===== src/rtl/golden_pkg.sv =====
// Shared constants and types for the golden DFT reference datapath.
// Latency: n/a (declarations only).
// Backpressure: n/a (declarations only).
package golden_pkg;

  localparam int GOLDEN_WIDTH       = 5;
  localparam int GOLDEN_DEPTH       = 2;
  localparam int GOLDEN_SYNC_STAGES = 2;

  typedef logic [GOLDEN_WIDTH-1:0] golden_word_t;

endpackage : golden_pkg


===== src/rtl/golden_rst_sync.sv =====
// Active-low reset synchronizer: asserts asynchronously, releases synchronously to clk.
// Latency: rst_n_sync goes high on the SYNC_STAGES-th rising clk edge after rst_n rises.
// Backpressure: none.
//
// Ports:
//   clk        - clock the reset release is aligned to
//   rst_n      - raw asynchronous active-low reset
//   rst_n_sync - synchronized active-low reset (low as soon as rst_n is low)
module golden_rst_sync
  import golden_pkg::*;
#(
  parameter int SYNC_STAGES = GOLDEN_SYNC_STAGES  // legal range 2..4
) (
  input  logic clk,
  input  logic rst_n,
  output logic rst_n_sync
);

  logic [SYNC_STAGES-1:0] sync_q;

  // A constant 1 is shifted in; every flop clears the moment rst_n drops.
  always_ff @(posedge clk or negedge rst_n) begin
    if (!rst_n) begin
      sync_q <= '0;
    end else begin
      sync_q <= {sync_q[SYNC_STAGES-2:0], 1'b1};
    end
  end

  assign rst_n_sync = sync_q[SYNC_STAGES-1];

endmodule : golden_rst_sync


===== src/rtl/golden_design.sv =====
// Golden single-clock flop pipeline: data_in is carried bit-exact to data_out.
// Latency: DEPTH refclk edges (word sampled at edge N is on data_out after edge N+DEPTH-1).
// Backpressure: none; accepts one word per cycle unconditionally.
//
// Ports:
//   refclk   - only functional clock, rising edge
//   reset    - asynchronous active-low reset, synchronized internally before use
//   clk2     - legacy pin, terminated here; drives nothing
//   data_in  - WIDTH-bit input word
//   data_out - WIDTH-bit output word, taken straight from the last stage flop
module golden_design
  import golden_pkg::*;
#(
  parameter int WIDTH       = GOLDEN_WIDTH,
  parameter int DEPTH       = GOLDEN_DEPTH,        // legal range 1..8
  parameter int SYNC_STAGES = GOLDEN_SYNC_STAGES   // legal range 2..4
) (
  input  logic             refclk,
  input  logic             reset,
  input  logic             clk2,
  input  logic [WIDTH-1:0] data_in,
  output logic [WIDTH-1:0] data_out
);

  logic rst_n_sync;

  // clk2 only exists for pin compatibility; it ends on this dangling net so
  // the block stays a single clock domain.
  logic unused_clk2;
  assign unused_clk2 = clk2;

  golden_rst_sync #(
    .SYNC_STAGES (SYNC_STAGES)
  ) u_rst_sync (
    .clk        (refclk),
    .rst_n      (reset),
    .rst_n_sync (rst_n_sync)
  );

  // Each stage owns its own register so no signal has more than one driver.
  for (genvar k = 0; k < DEPTH; k++) begin : g_stage
    logic [WIDTH-1:0] q;

    if (k == 0) begin : g_first
      always_ff @(posedge refclk or negedge rst_n_sync) begin
        if (!rst_n_sync) begin
          q <= '0;
        end else begin
          q <= data_in;
        end
      end
    end else begin : g_next
      always_ff @(posedge refclk or negedge rst_n_sync) begin
        if (!rst_n_sync) begin
          q <= '0;
        end else begin
          q <= g_stage[k-1].q;
        end
      end
    end
  end

  assign data_out = g_stage[DEPTH-1].q;

endmodule : golden_design


===== config.mk =====
export PLATFORM = sky130hd
export DESIGN_NAME = golden_design
export DESIGN_NICKNAME = d
export VERILOG_FILES = /design/src/rtl/golden_pkg.sv /design/src/rtl/golden_rst_sync.sv /design/src/rtl/golden_design.sv
export SDC_FILE = /design/constraint.sdc
export NUM_CORES = 1
export LEC_CHECK = 0
export BUFFER_PORTS_ARGS = -buffer_cell sky130_fd_sc_hd__clkbuf_2
export CAP_MARGIN = 20
export CORE_AREA = 3 3 40 42
export CTS_CLUSTER_SIZE = 20
export DETAILED_ROUTE_END_ITERATION = 12
export DIE_AREA = 0 0 43 45
export PLACE_DENSITY = 0.48
export SYNTH_ARGS = -nofsm -noshare
export SYNTH_HDL_FRONTEND = slang
export SYNTH_SLANG_ARGS = --single-unit

===== constraint.sdc =====
create_clock -name refclk -period 0.8 [get_ports refclk]
set_clock_uncertainty 0.1 [all_clocks]
set_input_delay 0.04 -clock refclk [delete_from_list [all_inputs] [get_ports refclk]]
set_output_delay 0.04 -clock refclk [all_outputs]
set_load 0.05 [all_outputs]

# --- Word-level counts from Yosys, hierarchy flattened ---
# Cells that the tools add are included.
word_totals:
  inputBits: 8
  regBits: 12
  word_cells: 3

# --- Longest topological paths before layout ---
logic_depth:
  depth_word: 0
  depth_mapped: 0
  mapped_depth_nobuf: 0

# --- Hierarchy ---
# From an unflattened synthesis, not the netlist that was laid out.
hier_totals:
  hier_cells: 13
  hier_area_um2: 304.0
by_module_without_submodules:
  columns: ["mod", "cells_per_inst", "n_inst", "area_per_inst_um2"]
  rows:
  - ["golden_design", 10, 1, 250.2]
  - ["golden_rst_sync", 3, 1, 53.8]

# --- Worst setup path before layout ---
# No wires, ideal clock.
synth_timing:
  path_kind: "reg2out"
  start: "register g_stage[1].q[0] (netlist: data_out[0])"
  end: "output port data_out[0]"
  arrival_time_ns: 0.586
  stages_incl_launch_ff: 1
  path_buffers: 0
  slack_ns: 0.074
  path_cell_list: "dfrtp_1"
synth_lines:
  columns: ["item", "line", "rtl"]
  rows:
  - ["from (decl)", "golden_design.sv:42", "logic [WIDTH-1:0] q;"]
  - ["from (signal assigned)", "golden_design.sv:57", "q <= g_stage[k-1].q;"]
  - ["to (decl)", "golden_design.sv:22", "output logic [WIDTH-1:0] data_out"]
# No word-level cell between the ends.

# --- Final worst setup path ---
layout_timing:
  start: "register g_stage[1].q[3] (netlist: data_out[3])"
  end: "output port data_out[3]"
# No word-level cell between the ends.

==> results by group <==
Layout
  • Layout area overhead: 67.9%
  • Post-layout util: 39.7%
  • Post-layout instance area: 510 um^2
  • Layout cells sized above 1: 42.4%
  • Nets: 43
  • Ant diodes: 0
  • Finished Layout Cells: 48
  • Multi-input logic area: 3.75 um^2
  • Area of all sequential standard cells: 300 um^2
  • # fillers: 119

Setup path
  • Worst EP required: 660 ps
  • Critical path class: flip-flop to output pin
  • Critical path depth in cells: 1
  • CP max stage cell: dfrtp_1
  • Buffer and inverter count on the worst path: 1
  • Arrival @ worst endpoint: 790 ps
  • Crit path capture: data_out[3]
  • CP Max Fanout: 1
  • Crit path cell chain: buf_8
  • Path depth of the worst reg2reg path: 0
  • Setup crit start kind: flip-flop
  • Setup crit end kind: output pin
  • Crit-path max cell delay: 380 ps
  • Worst r2r dst: u_rst_sync.sync_q[1]$_DFF_PN0_
  • Register-to-register setup slack: 230 ps
  • Top delay family on crit path: flip-flops
  • Reg2reg start: u_rst_sync.sync_q[0]$_DFF_PN0_
  • Crit. Startpoint: data_out[3]$_DFF_PN0_

Synthesis
  • Mapped Avg Cell Area: 23.4 um^2
  • Seq/Total Area, Yosys: 98.8%
  • YS warnings: 0
  • Post-Syn Area: 304 um^2
  • Synthesized netlist cell count: 13
  • Total nets after synthesis: 21
  • Cell variety after synth: 2
  • Synth Register Bits: 12

Floorplanning
  • Die height: 45 um
  • Row cnt: 13
  • Starting Density: 23.7%
  • IO Count: 13
  • Core Area: 1280 um^2
  • Chip width: 43 um
  • Die Footprint: 1940 um^2

Status
  • Violated checks: hold timing, setup timing
  • Run status: finished, violations left

STA
  • Fin crit share: 116%
  • Final Setup Violations: 5
  • Final worst setup slack: -127 ps
  • Hold Slack: -1.74 ps
  • Min Tclk post-route: 927 ps
  • Unrepaired setup endpoints after global routing: yes
  • Hold Vio Cnt, Final: 2
  • Max Slew Vio Count: 0
  • FMAX: 1080 MHz

Clocking
  • Clk root buf: clkbuf_4
  • Clk slew on worst S/H paths: 60 ps
  • Inserted Clock Buffers: 3
  • Post-CTS Setup Bufs: 0
  • CTS Buffer Depth: 2
  • Clock latency on the worst-skew pair: 250 ps
  • CTS H-Tree Depth: 1
  • CTS tree: yes
  • Clk sinks: 12

Min path
  • Worst Hold Class: input port to asynchronous set/reset pin

Placement
  • Dpl hpwl: 269 um
  • Placed Cells: 39
  • Pre-CTS setup slack: 84.3 ps
  • IO Port Bufs: 11
  • Routability cong.: 0.547
  • Placed cell areas: 378 um^2

GRT
  • Largest net degree at the start of global routing: 11
  • First-pass GRT wire length: 641 um
  • Total track usage: 4.92%
  • Initial antenna violation count: 0
  • Total grt overflow: 0
  • Vias in the first global route: 168

Job
  • Max Cap Violations: 0

Detailed routing
  • Routed Antenna Nets: 0
  • WL final: 351 um
  • Wirelength per Cell: 7.31 um
  • Detailed Route Iter0 Violations: 0
  • Vias: 161
  • Drt first pass iters: 1
  • Vias/cell: 3.35
  • # DRC: 0

Power and ir drop
  • Peak ir drop on the vdd network: 0.879 mV
  • Leak pwr: 0.000244 uW
  • Power per cell area: 2160 nW/um^2
-- registers in the layout, indices dropped and copies added, names as in the netlist --
register,count
data_out,5
g_stage.q,5
u_rst_sync.sync_q,2
-- per-layer routing --
metal  track usage, %  wire length [um]
met2             7.49               169
met5                0                 0
met1             4.59               137
met4             1.81                 0
met3             4.78                45
-- what timing repair did --
| item | in CTS | in global routing |
|---|---|---|
| hold buffers | 6 | 0 |
| hold endpoints to repair | 7 | 0 |
| gates resized for setup | 10 | 5 |
| endpoints found under the setup margin | 5 | 5 |
-- layout by cell type, fill, tap and decap left out --
cell type / n
buf_8: 5
clkbuf_2: 6
clkbuf_4: 3
conb_1: 1
dfrtp_1: 12
dlygate4sd3_1: 6
-- cells in the mapped netlist --
cell type,number,area (um^2)
dfrtp_1,12,300
conb_1,1,3.75
-- worst min path at each step --
stage                                                end  cells after the start
final                     u_rst_sync.sync_q[0]$_DFF_PN0_                      2
after global placement    u_rst_sync.sync_q[0]$_DFF_PN0_                      1
after floorplan           u_rst_sync.sync_q[0]$_DFF_PN0_                      0
after CTS                 u_rst_sync.sync_q[1]$_DFF_PN0_                      2
after global routing      u_rst_sync.sync_q[1]$_DFF_PN0_                      2
after detailed placement  u_rst_sync.sync_q[1]$_DFF_PN0_                      1
-- where the power goes --
group	internal, uW	leakage, uW	switching, uW	total [uW]
logic	63.6	0.0000903	60.2	124
registers	637	0.000140	19.6	657
clock network	173	0.0000138	152	324
total	874	0.000244	231	1110
-- metrics by stage --
step | total power [uW] | TNS [ps]
after floorplan | 709 | 0
after global placement | 739 | 0
after detailed placement | 740 | 0
after CTS | 1120 | -716
after global routing | 1170 | -783
final | 1110 | -621
-- cell type report --
type	count	area share, %
clock buffer	3	4.41
multi-input combinational	1	0.735
sequential	12	58.8
tap	15	3.68
timing repair buffer	17	32.4
-- logic make-up after synthesis --
group / synth area share, %
flip-flops: 98.8
other: 1.23
Power figures use the tool's default switching activity.
